==> src/rtl/osc_capture_ctrl.sv <==
// Oscilloscope acquisition controller: streams ADC samples into a circular
// sample buffer with pre-trigger depth and level/slope trigger detection.
module osc_capture_ctrl #(
    parameter int unsigned ADDR_W = 15,
    parameter int unsigned DEPTH  = 32768,
    parameter int unsigned DATA_W = 8
) (
    input  logic              clk,
    input  logic              reset,
    input  logic              arm,
    input  logic              abort,
    input  logic [DATA_W-1:0] trig_level,
    input  logic              trig_slope,
    input  logic              force_trig,
    input  logic [ADDR_W-1:0] pretrig,
    input  logic              sample_valid,
    input  logic [DATA_W-1:0] sample_data,
    output logic [ADDR_W-1:0] mem_address,
    output logic              mem_chipselect,
    output logic              mem_write,
    output logic [DATA_W-1:0] mem_writedata,
    output logic              busy,
    output logic              done,
    output logic              triggered,
    output logic [ADDR_W-1:0] trig_addr,
    output logic [ADDR_W-1:0] start_addr
);

    localparam int unsigned CNT_W = ADDR_W + 1;

    typedef enum logic [2:0] {
        S_IDLE  = 3'd0,
        S_PRE   = 3'd1,
        S_ARMED = 3'd2,
        S_POST  = 3'd3,
        S_DONE  = 3'd4
    } state_e;

    state_e            state_q, state_d;
    logic [ADDR_W-1:0] wptr_q;
    logic [ADDR_W-1:0] pretrig_q;
    logic              slope_q;
    logic [CNT_W-1:0]  pre_cnt_q;
    logic [CNT_W-1:0]  post_cnt_q;
    logic [DATA_W-1:0] prev_q;
    logic              prev_valid_q;

    logic [ADDR_W-1:0] mem_address_q;
    logic              mem_write_q;
    logic [DATA_W-1:0] mem_writedata_q;
    logic              busy_q;
    logic              done_q;
    logic              triggered_q;
    logic [ADDR_W-1:0] trig_addr_q;
    logic [ADDR_W-1:0] start_addr_q;

    logic              capturing_c;
    logic              accept_c;
    logic              rise_c;
    logic              fall_c;
    logic              trig_c;
    logic [CNT_W-1:0]  pre_cnt_d;
    logic [CNT_W-1:0]  post_cnt_d;
    logic [CNT_W-1:0]  post_len_c;

    // A sample is taken only in a busy state, and never on an arm/abort edge.
    assign capturing_c = (state_q == S_PRE) || (state_q == S_ARMED) || (state_q == S_POST);
    assign accept_c    = sample_valid && capturing_c && !arm && !abort;

    assign rise_c = prev_valid_q && (prev_q < trig_level) && (sample_data >= trig_level);
    assign fall_c = prev_valid_q && (prev_q > trig_level) && (sample_data <= trig_level);
    assign trig_c = accept_c && (state_q == S_ARMED) &&
                    (force_trig || (slope_q ? fall_c : rise_c));

    // The trigger sample is post sample 1; the record closes after DEPTH - pretrig of them.
    assign pre_cnt_d  = pre_cnt_q + CNT_W'(1);
    assign post_cnt_d = (state_q == S_ARMED) ? CNT_W'(1) : (post_cnt_q + CNT_W'(1));
    assign post_len_c = CNT_W'(DEPTH) - CNT_W'(pretrig_q);

    always_comb begin
        state_d = state_q;
        if (arm) begin
            state_d = (pretrig == '0) ? S_ARMED : S_PRE;
        end else if (abort) begin
            state_d = S_IDLE;
        end else if (accept_c) begin
            case (state_q)
                S_PRE:   if (pre_cnt_d == CNT_W'(pretrig_q)) state_d = S_ARMED;
                S_ARMED: if (trig_c) state_d = (post_cnt_d == post_len_c) ? S_DONE : S_POST;
                S_POST:  if (post_cnt_d == post_len_c) state_d = S_DONE;
                default: state_d = state_q;
            endcase
        end
    end

    always_ff @(posedge clk) begin
        if (reset) begin
            state_q         <= S_IDLE;
            wptr_q          <= '0;
            pretrig_q       <= '0;
            slope_q         <= 1'b0;
            pre_cnt_q       <= '0;
            post_cnt_q      <= '0;
            prev_q          <= '0;
            prev_valid_q    <= 1'b0;
            mem_address_q   <= '0;
            mem_write_q     <= 1'b0;
            mem_writedata_q <= '0;
            busy_q          <= 1'b0;
            done_q          <= 1'b0;
            triggered_q     <= 1'b0;
            trig_addr_q     <= '0;
            start_addr_q    <= '0;
        end else begin
            state_q     <= state_d;
            busy_q      <= (state_d == S_PRE) || (state_d == S_ARMED) || (state_d == S_POST);
            mem_write_q <= accept_c;

            if (accept_c) begin
                mem_address_q   <= wptr_q;
                mem_writedata_q <= sample_data;
                wptr_q          <= wptr_q + ADDR_W'(1);
                prev_q          <= sample_data;
                prev_valid_q    <= 1'b1;
            end

            if (arm) begin
                pretrig_q    <= pretrig;
                slope_q      <= trig_slope;
                pre_cnt_q    <= '0;
                post_cnt_q   <= '0;
                prev_valid_q <= 1'b0;
                done_q       <= 1'b0;
                triggered_q  <= 1'b0;
            end else if (accept_c) begin
                if (state_q == S_PRE) begin
                    pre_cnt_q <= pre_cnt_d;
                end
                if (trig_c) begin
                    trig_addr_q  <= wptr_q;
                    start_addr_q <= wptr_q - pretrig_q;
                    triggered_q  <= 1'b1;
                end
                if (trig_c || (state_q == S_POST)) begin
                    post_cnt_q <= post_cnt_d;
                end
                if (state_d == S_DONE) begin
                    done_q <= 1'b1;
                end
            end
        end
    end

    assign mem_address    = mem_address_q;
    assign mem_chipselect = mem_write_q;
    assign mem_write      = mem_write_q;
    assign mem_writedata  = mem_writedata_q;
    assign busy           = busy_q;
    assign done           = done_q;
    assign triggered      = triggered_q;
    assign trig_addr      = trig_addr_q;
    assign start_addr     = start_addr_q;

endmodule
==> config.mk <==
export PLATFORM = sky130hd
export DESIGN_NAME = osc_capture_ctrl
export DESIGN_NICKNAME = d
export VERILOG_FILES = /design/src/rtl/osc_capture_ctrl.sv
export SDC_FILE = /design/constraint.sdc
export NUM_CORES = 1
export LEC_CHECK = 0
export ABC_AREA = 0
export BUFFER_PORTS_ARGS = -buffer_cell sky130_fd_sc_hd__buf_2
export CAP_MARGIN = 25
export CORE_UTILIZATION = 31
export DETAILED_ROUTE_END_ITERATION = 16
export SYNTH_ARGS = -nofsm -noshare
export SYNTH_HDL_FRONTEND = slang
export SYNTH_SLANG_ARGS = --single-unit
==> constraint.sdc <==
create_clock -name clk -period 2.7 [get_ports clk]
set_input_delay 0.27 -clock clk [delete_from_list [all_inputs] [get_ports clk]]
set_output_delay 0.27 -clock clk [all_outputs]
set_load 0.005 [all_outputs]
* Yosys cells after proc, flatten, opt, wreduce, memory -nomap -nowiden
Index checks and enable logic that the tools add are counted.
** Storage, ports and cells
- Bits in registers :: 124
- Input port bits :: 38
- Output and inout port bits :: 58
- Logic and storage cells :: 69
** Cells by class
- Add/sub/neg operators :: 5
- $lt $le $gt $ge :: 4
- Equality and inequality tests :: 9
- Multiplexer cells :: 11
- Bitwise gates (word level) :: 1
- Reduce and logical (&&, ||, !) cells :: 24
** Operator list (count)
- adder 16 x 1 -> 16 bit, second input constant :: 2
- 2-to-1 mux 3 bit :: 7
- == test 16 x 15 -> 1 bit :: 1
- == test 16 bit :: 1
- 2-to-1 mux 16 bit :: 1
- subtractor 16 x 15 -> 16 bit, first input constant :: 1
- adder 15 x 1 -> 15 bit, second input constant :: 1
- logical NOT 15 bit :: 1
- subtractor 15 bit :: 1
- == test 3 x 2 -> 1 bit, second input constant :: 4
- logical AND 1 bit :: 9
- one-hot mux 3 bit (3 select lines) :: 1
- greater-or-equal comparator 8 bit :: 1
- greater-than comparator 8 bit :: 1
- <= comparator 8 bit :: 1
- less-than comparator 8 bit :: 1
- AND reduction 2 bit :: 4
- == test 3 x 1 -> 1 bit, second input constant :: 2
- logical OR 1 bit :: 6
- == test 3 bit, second input constant :: 1
- AND reduction 3 bit :: 1
- logical NOT 1 bit :: 2
- 2-to-1 mux 2 bit :: 1
- OR reduction 2 bit :: 1
- other kinds (2) :: 2

* Longest topological paths before layout
Gate-level depths: netlist (run 1).
- Word-level depth :: 16
- Depth in mapped cells :: 13
- Gate-level depth less buffers :: 12

* Worst setup path before layout (run 1)
No wires, ideal clock.
- Kind :: flip-flop to flip-flop
- Start point :: reg post_cnt_q[0]
- End point :: reg busy_q (netlist: busy)
- Library setup time :: 0.139 ns
- Arrival time :: 2.758 ns
- Data required time :: 2.561 ns
- Path slack :: -0.197 ns
- Stages on the path, launching flop included :: 11
- Path buffers :: 1
- Period minus slack after synthesis :: 2.897 ns
- Cells stage by stage :: dfxtp_1 > ha_1 > and3_1 > buf_2 > nand4_1 > mux2i_4 > xnor2_1 > or4b_1 > or4_4 > a211oi_2 > a221oi_1
** On the way
- Cells in the longest elaborated chain, start to end :: 12
- Elaborated cells on any way between the ends :: 15
- Classes of those cells :: add/sub (1); eq/ne (4); mux (8); reduce/logical (2)
** RTL lines
- from (decl) :: line 44 : logic [CNT_W-1:0] post_cnt_q;
- from (signal assigned) :: line 145 : post_cnt_q <= post_cnt_d;
- adder 16 x 1 -> 16 bit (*) :: line 77 : assign post_cnt_d = (state_q == S_ARMED) ? CNT_W'(1) : (post_cnt_q + CNT_W'(1));
- 2-to-1 mux 16 bit (*) :: line 77
- == test 16 bit (*) :: line 89, 90
- 2-to-1 mux 3 bit (2 in a row) :: line 89 : S_ARMED: if (trig_c) state_d = (post_cnt_d == post_len_c) ? S_DONE : S_POST;
- one-hot mux 3 bit (3 select lines) (*) :: line 87 : case (state_q)
- 2-to-1 mux 3 bit (*) :: line 86 : end else if (accept_c) begin
- 2-to-1 mux 3 bit (*) :: line 84 : end else if (abort) begin
- 2-to-1 mux 3 bit (*) :: line 82 : if (arm) begin
- == test 3 x 1 -> 1 bit / == test 3 x 2 -> 1 bit (equally long branches) :: line 116 : busy_q <= (state_d == S_PRE) || (state_d == S_ARMED) || (state_d == S_POST);
- logical OR 1 bit :: line 116
- logical OR 1 bit (*) :: line 116
- to (signal assigned) :: line 116
- to (decl) :: line 51 : logic busy_q;
Every way passes the cells marked *; elsewhere a longest branch is shown, timed or not.
A chain may end at the register's enable or synchronous reset.

* Worst setup path after layout (run 1)
- Start point :: reg pretrig_q[0]
- End point :: reg busy_q (netlist: busy)
** On the way
- Cells in the longest elaborated chain, start to end :: 11
- Elaborated cells on any way between the ends :: 16
- Classes of those cells :: add/sub (1); eq/ne (5); mux (8); reduce/logical (2)
** RTL lines
- from (decl) :: line 41 : logic [ADDR_W-1:0] pretrig_q;
- from (signal assigned) :: line 128 : pretrig_q <= pretrig;
- subtractor 16 x 15 -> 16 bit :: line 78 : assign post_len_c = CNT_W'(DEPTH) - CNT_W'(pretrig_q);
- == test 16 bit :: line 89, 90
- 2-to-1 mux 3 bit (2 in a row) :: line 89
- one-hot mux 3 bit (3 select lines) (*) :: line 87
- 2-to-1 mux 3 bit (*) :: line 86
- 2-to-1 mux 3 bit (*) :: line 84
- 2-to-1 mux 3 bit (*) :: line 82
- == test 3 x 1 -> 1 bit / == test 3 x 2 -> 1 bit (equally long branches) :: line 116
- logical OR 1 bit :: line 116
- logical OR 1 bit (*) :: line 116
Marked as above.

==> results of run 1 <==
-- cells by family after synthesis --
family	Yosys count
buf+inv	88
simple gates	372
flops	124
mux	40
fa+ha+maj	35
xor+xnor	81
compound gates	159
-- worst paths after layout --
kind	from	to	slack, ns	depth (start not counted)
max	pretrig_q[0]	busy	-0.14	10
min	trig_slope	slope_q	0.09	3
max reg2reg	pretrig_q[0]	busy	-0.14	10
min reg2reg	mem_address[1]	mem_address[1]	0.45	2
-- layout make-up --
| class | count | share of cell area |
|---|---|---|
| clock buffer | 19 | 0.0470 |
| timing repair buffer | 221 | 0.157 |
| multi-input combinational | 687 | 0.474 |
| tap | 285 | 0.0370 |
| inverter | 36 | 0.0140 |
| sequential | 124 | 0.259 |
| clock inverter | 13 | 0.0123 |
-- worst max-delay path, delay by kind of cell, from the launching register on --
kind,cells,cell delay (ns)
xor gates and xnor gates,1,0.18
buffers and inverters,1,0.17
DFF,1,0.31
and+or+nand+nor,5,1.48
AOI/OAI and AO/OA,3,0.58
-- metrics by stage --
stage	cells	worst slack, ns	setup TNS, ns	utilization
after global placement	1341	-0.202	-4.30	0.384
final	1385	-0.140	-0.445	0.426
after CTS	1377	-0.0776	-0.0801	0.414
after floorplan	899	-0.00185	-0.00185	-
after detailed placement	1341	-0.333	-5.04	0.384
after global routing	1385	-0.248	-0.988	0.426
-- cell usage in the layout, fill, tap and decap left out, types with 6 or more instances in the layout --
cell type	synthesis	layout
nand4_1	21	21
nor3_1	21	17
or3_1	18	17
o21ai_0	28	24
dfxtp_2	0	6
xnor2_1	59	57
ha_1	34	31
nand2_1	113	113
dfxtp_1	124	116
nor2_1	105	103
nor4_1	12	8
o211ai_1	7	7
buf_4	1	118
inv_6	0	6
mux2i_1	39	38
clkbuf_16	0	19
nand3_1	31	30
buf_2	9	95
xor2_1	22	20
a21oi_1	75	73
inv_1	36	34
and3_1	10	9
-- what timing repair did --
action / in CTS / in global routing
endpoints found under the hold margin: 0 / 0
gates cloned: 0 / 2
pin swaps: 2 / 15
resized for setup: 19 / 37
buffers inserted: 4 / 6
setup endpoints to repair: 22 / 15
-- registers in the layout, summed over array words and instances, names as in the netlist --
signal,cells
busy,1
done,1
mem_address,15
mem_chipselect,1
mem_writedata,8
post_cnt_q,16
pre_cnt_q,16
pretrig_q,15
prev_valid_q,1
slope_q,1
start_addr,15
state_q,3
trig_addr,15
triggered,1
wptr_q,15
-- layer usage --
metal | vias to the layer above | share of wire | global-route usage
li1 | 3496 | - | -
met1 | 3252 | 0.46 | 0.225
met2 | 137 | 0.48 | 0.295
met3 | 27 | 0.040 | 0.0411
met4 | 0 | 0.024 | 0.0705
met5 | - | 0 | 0
-- power breakdown --
| group | total (mW) | switching (mW) | internal (mW) |
|---|---|---|---|
| combinational | 0.554 | 0.298 | 0.256 |
| clock | 2.20 | 0.943 | 1.26 |
| sequential | 1.87 | 0.0212 | 1.85 |
==> impl_metrics.tcl, run 1 <==
set metrics [dict create \
    hpwl_um 15700 \
    crit_type "flip-flop to flip-flop" \
    syn_area_um2 7140 \
    synth-edff-count 0 \
    report.final.slew_viol_count 0 \
    cp_data_arrival_time_ns 3.14 \
    multiInputGateArea_um2 4570 \
    routed_wl_um 21200 \
    drt_iter0_drc 352 \
    fin_area_um2 9640 \
    fin_crit_ns 2.84 \
    synth_cells 899 \
    holdWs_ns 0.0908 \
    hold_buffers 0 \
    rsz0062_at_grt "yes" \
    die_h_um 154 \
    crit_path_cell_trace "buf_4 > nor4_2 > nand2_1 > xnor2_1 > o21ai_1 > nand4_1 > or4b_1 > or4_4 > a211oi_4 > a221oi_2" \
    grt_max_degree 84 \
    maxCapViolations 0 \
    drtPass1Iterations 4 \
    synth_top_cell_by_area "dfxtp_1" \
    violations "negative setup slack" \
    synthMuxAreaShare 0.0578 \
    grt_pass1_wl_um 33300 \
    fmax_mhz 352 \
    critical_path_required_ns 3.01 \
    finalHoldViolCount 0 \
    drc_errors 0 \
    drive_gt1_frac 0.287 \
    synthTopCellsByArea "dfxtp_1, xnor2_1, ha_1" \
    register_area_um2 2500 \
    fin_skew_ns 0.00842 \
    gp_congestion 0.868 \
    avgSynthCellArea_um2 7.94 \
    clock_sinks 124 \
    portBuffers 95 \
    fp.dieW_um 154 \
    setup_viol 4 \
    nets 1160 \
    cts_made_buffers 17 \
    synthArstFlopShare 0 \
    io_pins 96 \
    synthAdderAreaFrac 0.0624 \
    cts_tree "built" \
    grt_pass1_vias 6416 \
    synth_ff_type "dfxtp_1" \
    crit_path_end_kind "flip-flop" \
    synth-seq-area-share 0.348 \
    power_leakage_nw 4.08 \
    wl_per_cell_um 15.3 \
    htreeDepth 4 \
    ir_worst_vdd_mv 0.439 \
    clock_path_buffers 2 \
    synth_compound_area_frac 0.134 \
    path_max_fanout 7 \
    totalPowerFinal_mw 4.63 \
    path_clk_slew_ns 0.06 \
    slowest_stage "or4b_1" \
    die_area_um2 23600 \
    synth_top_area_frac 0.348 \
    setup_ws_ns -0.140 \
    yosys-top-cells-count "dfxtp_1, nand2_1, nor2_1" \
    synth-warning-count 0 \
    ant_nets 0 \
    start_util 0.315 \
    syn_nets 972 \
    vias 6912 \
    hold_path_class "input pin to flip-flop" \
    synth-xor-area-share 0.0993 \
    grt_use_total 0.179 \
    grt_antenna_before_repair 0 \
    clk_latency_ns 0.43 \
    cellPowerDensity_nw_per_um2 480 \
    worst_pin_slew_ns 0.730 \
    cts_root_buf "clkbuf_16" \
    post-route-period-util 1.05 \
    slowest_delay_ns 0.47 \
    synth_seq_cells 124 \
    outcome "finished with violations" \
    area_growth_pct 35.0 \
    placement.cell_area_um2 8690 \
    viasPerCell 4.99 \
    synth-simple-area-share 0.249 \
    antenna_cells 0 \
    core_um2 22600 \
    relSlewSlack 0.513 \
    critPathLaunchType "flip-flop" \
    gr-total-overflow 0 \
    synth_top_family_by_area "simple AND/OR/NAND/NOR gates" \
    fp-row-count 55 \
    synth_most_common_cell "dfxtp_1" \
    ys_types 62 \
    nFillCells 2251 \
]
No activity file was read; power rests on OpenSTA's default activity.
==> run 2, diff against run 1 <==
--- a/config.mk
+++ b/config.mk
@@ -5,7 +5,7 @@
 export SDC_FILE = /design/constraint.sdc
 export NUM_CORES = 1
 export LEC_CHECK = 0
-export ABC_AREA = 0
+export ABC_AREA = 1
 export BUFFER_PORTS_ARGS = -buffer_cell sky130_fd_sc_hd__buf_2
 export CAP_MARGIN = 25
 export CORE_UTILIZATION = 31
==> impl_metrics.tcl, run 2 <==
set metrics [dict create \
    outcome "finished, final reports clean" \
    finalHoldViolCount 0 \
    yosys-top-cells-count "nand2_1, nor2_1, inv_1" \
    start_util 0.319 \
    internal_power_mw 3.36 \
    grt_max_degree 57 \
    slowest_delay_ns 0.48 \
    setup_viol 0 \
    area_growth_pct 19.6 \
    path_clk_slew_ns 0.06 \
    hold_path_class "input pin to flip-flop" \
    grt_antenna_before_repair 0 \
    portBuffers 95 \
    holdWs_ns 0.0822 \
    cellPowerDensity_nw_per_um2 523 \
    worst-path-buf-inv 1 \
    gr-total-overflow 0 \
    reg.largest.list "post_cnt_q (16), pre_cnt_q (16)" \
    worst_pin_slew_ns 0.776 \
    fp-row-count 56 \
    maxCapViolations 0 \
    drtPass1Iterations 5 \
    synth_seq_cells 124 \
    cp_data_arrival_time_ns 2.76 \
    crit_path_cell_trace "inv_1 > ha_1 > a21oi_1 > o21ai_0 > o21bai_1 > a21o_1 > a21oi_1 > o21ai_0 > xor2_1 > a21oi_1" \
    cts_made_buffers 17 \
    hpwl_um 17400 \
    synth_top_cell_by_area "dfxtp_1" \
    vias 7800 \
    finalSetupTns_ns 0 \
    synth_top_area_frac 0.329 \
    avgSynthCellArea_um2 6.50 \
    fmax_mhz 406 \
    crit_path_end_kind "flip-flop" \
    pwr-share-comb 0.114 \
    fin_crit_ns 2.46 \
    setup_ws_ns 0.237 \
    synthAdderAreaFrac 0.0590 \
    report.final.slew_viol_count 0 \
    synthMuxAreaShare 0 \
    synth_ff_type "dfxtp_1" \
    post-route-period-util 0.912 \
    die_area_um2 25000 \
    grt_use_total 0.190 \
    path_max_fanout 6 \
    clock_sinks 124 \
    place_ws_ns 0.130 \
    cpMostUsedCell "a21oi_1" \
    cts_tree "built" \
    crit_type "flip-flop to flip-flop" \
    synthTopCellsByArea "dfxtp_1, nand2_1, a21oi_1" \
    synth-xor-area-share 0.0278 \
    utilization 0.382 \
    antenna_cells 0 \
    final_common_cell "nand2_1" \
    synthArstFlopShare 0 \
    slowest_stage "dfxtp_1" \
    grt_pass1_vias 7026 \
    switching_share 0.290 \
    io_pins 96 \
    power_frac_clock 0.486 \
    wl_per_cell_um 14.4 \
    viasPerCell 4.90 \
    synth-seq-area-share 0.329 \
    fin_skew_ns 0.0133 \
    synth-edff-count 0 \
    power_leakage_nw 4.24 \
    drc_errors 0 \
    hold_buffers 0 \
    drive_gt1_frac 0.141 \
    syn_area_um2 7560 \
    synth-simple-area-share 0.328 \
    core_um2 23700 \
    gp_congestion 0.904 \
    cts_root_buf "clkbuf_16" \
    clock_path_buffers 2 \
    p_seq_frac 0.400 \
    ant_nets 0 \
    synth_top_family_by_area "simple AND/OR/NAND/NOR gates" \
    synth_compound_area_frac 0.168 \
    clk_latency_ns 0.43 \
    grt_pass1_wl_um 36600 \
    totalPowerFinal_mw 4.73 \
    nets 1334 \
    ys_types 43 \
    syn_nets 1236 \
    critPathLaunchType "flip-flop" \
    routed_wl_um 22900 \
    ir_worst_vdd_mv 0.402 \
    crit_family "compound AO/OA/AOI/OAI gates" \
    synth_most_common_cell "nand2_1" \
    htreeDepth 4 \
    critical_path_required_ns 3.00 \
    synth-warning-count 0 \
    synth_cells 1163 \
    die_h_um 158 \
    p_sw_mw 1.37 \
    relSlewSlack 0.478 \
    fp.dieW_um 158 \
    layout_common_cells "nand2_1, nor2_1, inv_1" \
    drt_iter0_drc 580 \
]
## run 2: cell types whose count changed after synthesis, moves of 18 or more
| cell | delta |
|---|---|
| xnor2_1 | -51 |
| or3_1 | -18 |
| mux2i_1 | -39 |
| nand3_1 | +65 |
| nand2_1 | +140 |
| o21ai_0 | +68 |
| nor2_1 | +33 |
| inv_1 | +100 |
| a21oi_1 | +42 |
## run 2: worst register-to-register path: stages (launching register included)
cell	delay, ns
dfxtp_1	0.48
inv_1	0.22
ha_1	0.40
a21oi_1	0.23
o21ai_0	0.11
o21bai_1	0.20
a21o_1	0.18
a21oi_1	0.19
o21ai_0	0.12
xor2_1	0.15
a21oi_1	0.08
## run 2: path summary, 6_finish.rpt
kind                              startpoint              to  slack, ns  depth (start not counted)
worst max-delay path            pretrig_q[7]  start_addr[12]       0.24                         10
worst min-delay path              trig_slope         slope_q       0.08                          3
worst max register to register  pretrig_q[7]  start_addr[12]       0.24                         10
worst min register to register          done            done       0.44                          2
## run 2: per-stage QoR
stage / cells / instance area [um^2]
2_1_floorplan: 1163 / 7560
3_3_place_gp: 1561 / 8430
3_5_place_dp: 1561 / 8430
4_1_cts: 1593 / 9010
5_1_grt: 1593 / 9040
6_report: 1593 / 9040
## run 2: what timing repair did
item | CTS | global route
resized for setup | 0 | 4
setup endpoints to repair | 0 | 4
buffers inserted | 0 | 0
hold endpoints to repair | 0 | 0
## run 2: logic make-up (layout without fill, tap and decap cells)
logic type	Yosys count	in the layout
and+or+nand+nor	565	565
AOI/OAI and AO/OA	240	240
buffers and inverters	175	286
DFF	124	124
adders and majority gates	35	35
xor gates and xnor gates	24	24
## run 2: layout make-up
type / count / area, um^2
Fill cell: 2618 / 14600
Multi-Input combinational cell: 864 / 4430
Sequential cell: 124 / 2480
Timing Repair Buffer: 116 / 633
Inverter: 138 / 518
Clock buffer: 17 / 425
Tap cell: 319 / 399
Clock inverter: 15 / 153
## run 2: metal layers
metal,share of wire,routed length (um),track usage
met1,0.47,10800,0.251
met2,0.45,10400,0.299
met3,0.052,1190,0.0383
met4,0.025,582,0.0792
met5,0,0,0
## run 2: power groups by stage
stage | Clock, mW | Sequential, mW | Combinational (mW)
detailed placement | 0 | 1.93 | 0.532
finish | 2.30 | 1.89 | 0.539
global placement | 0 | 1.93 | 0.531
global route | 2.43 | 1.89 | 0.610
CTS | 2.33 | 1.89 | 0.535
floorplan | 0 | 1.92 | 0.368
==> run 3, diff against run 2 <==
--- a/config.mk
+++ b/config.mk
@@ -8,8 +8,9 @@
 export ABC_AREA = 1
 export BUFFER_PORTS_ARGS = -buffer_cell sky130_fd_sc_hd__buf_2
 export CAP_MARGIN = 25
-export CORE_UTILIZATION = 31
+export CORE_UTILIZATION = 53
 export DETAILED_ROUTE_END_ITERATION = 16
+export PLACE_DENSITY = 0.85
 export SYNTH_ARGS = -nofsm -noshare
 export SYNTH_HDL_FRONTEND = slang
 export SYNTH_SLANG_ARGS = --single-unit
==> impl_metrics.tcl, run 3 (synthesized netlist as in run 2, its figures left out) <==
set metrics [dict create \
    worst-path-buf-inv 2 \
    fin_cells 1454 \
    grt_pass1_wl_um 35800 \
    gr-total-overflow 0 \
    wl_per_cell_um 15.0 \
    routed_wl_um 21900 \
    portBuffers 95 \
    clock_sinks 124 \
    cts_tree "built" \
    fin_crit_ns 2.44 \
    die_area_um2 14700 \
    grt_antenna_before_repair 1 \
    crit_type "flip-flop to flip-flop" \
    path_clk_slew_ns 0.06 \
    gp_congestion 0.926 \
    grt_pass1_vias 7371 \
    internal_power_mw 3.38 \
    hpwl_um 16100 \
    report.final.slew_viol_count 0 \
    critPathLaunchType "flip-flop" \
    critical_path_required_ns 3.02 \
    rsz0062_at_grt "no" \
    vias 8084 \
    finalSetupTns_ns 0 \
    clock_path_buffers 2 \
    maxCapViolations 0 \
    io_pins 96 \
    p_seq_frac 0.402 \
    power_leakage_nw 4.21 \
    fp.dieW_um 121 \
    setup_ws_ns 0.255 \
    fin_skew_ns 0.00951 \
    drt_iter0_drc 822 \
    reg.largest.list "post_cnt_q (16), pre_cnt_q (16)" \
    place_ws_ns 0.238 \
    slowest_delay_ns 0.41 \
    hold_path_class "input pin to flip-flop" \
    htreeDepth 4 \
    clk_latency_ns 0.43 \
    cts_made_buffers 17 \
    area_growth_pct 17.4 \
    cp_data_arrival_time_ns 2.76 \
    setup_viol 0 \
    drive_gt1_frac 0.141 \
    cellPowerDensity_nw_per_um2 529 \
    layout_common_cells "nand2_1, nor2_1, inv_1" \
    hold_buffers 0 \
    switching_share 0.279 \
    finalHoldViolCount 0 \
    dp_cells 1420 \
    ir_worst_vdd_mv 0.546 \
    grt_max_degree 57 \
    post-route-period-util 0.905 \
    drc_errors 0 \
    fp-row-count 43 \
    crit_path_end_kind "flip-flop" \
    viasPerCell 5.56 \
    final_common_cell "nand2_1" \
    slowest_stage "dfxtp_1" \
    path_max_fanout 5 \
    grt_use_total 0.309 \
    crit_path_cell_trace "inv_1 > ha_1 > fa_1 > inv_1 > a31oi_1 > o21bai_1 > a21o_1 > a21oi_1 > o21ai_0 > xor2_1 > a21oi_1" \
    power_frac_clock 0.484 \
    core_um2 13900 \
    start_util 0.544 \
    cts_root_buf "clkbuf_16" \
    die_h_um 121 \
    relSlewSlack 0.555 \
    ant_nets 0 \
    pwr-share-comb 0.114 \
    worst_pin_slew_ns 0.662 \
    crit_family "compound AO/OA/AOI/OAI gates" \
    drtPass1Iterations 6 \
    fmax_mhz 409 \
    outcome "finished, final reports clean" \
    nets 1332 \
    p_sw_mw 1.31 \
]
==> run 3: worst min-delay path, delay by kind of cell <==
family | cells | cell delay (ns)
buffers and inverters | 1 | 0.09
and+or+nand+nor | 1 | 0.07
AOI/OAI and AO/OA | 1 | 0.06
==> run 3: area by class of cell <==
type | instances | area, um^2
well taps | 180 | 225
multi-input cells | 864 | 4430
clock inverters | 13 | 128
clock buffers | 19 | 453
inverters | 138 | 518
diodes | 2 | 5.00
flip-flops and latches | 124 | 2480
repair buffers | 114 | 631
fillers | 1253 | 5010
==> run 3: worst paths after layout <==
kind | slack, ns | cells after the start | start | endpoint
setup / recovery | 0.26 | 11 | wptr_q[0] | start_addr[12]
setup reg to reg | 0.26 | 11 | wptr_q[0] | start_addr[12]
hold reg to reg | 0.46 | 2 | done | done
hold / removal | 0.08 | 3 | pretrig[11] | pretrig_q[11]
==> run 3: power groups by stage <==
stage	Combinational [mW]	Sequential (mW)	Clock, mW
global route	0.599	1.89	2.36
finish	0.533	1.89	2.27
detailed placement	0.515	1.93	0
floorplan	0.368	1.92	0
CTS	0.522	1.89	2.27
global placement	0.508	1.93	0
==> run 3: through the flow <==
stage	hold slack (ns)	power, mW	area, um^2	utilization
6_report	0.0837	4.70	8870	0.639
5_1_grt	0.104	4.85	8870	0.639
4_1_cts	0.0833	4.68	8840	0.637
3_5_place_dp	0.452	2.44	8260	0.595
3_3_place_gp	0.450	2.44	8260	0.595
2_1_floorplan	0.398	2.29	7560	-
==> run 3: timing repair <==
item                       in CTS  in global routing
setup buffers                   0                  0
resized for setup               0                  7
setup endpoints to repair       0                  1
==> run 3: routing by layer <==
layer	wire, um	track usage	up-vias
met5	0	0	-
met4	730	0.140	0
met3	1620	0.0616	62
met2	9870	0.490	327
met1	9650	0.402	3663
li1	-	-	4032
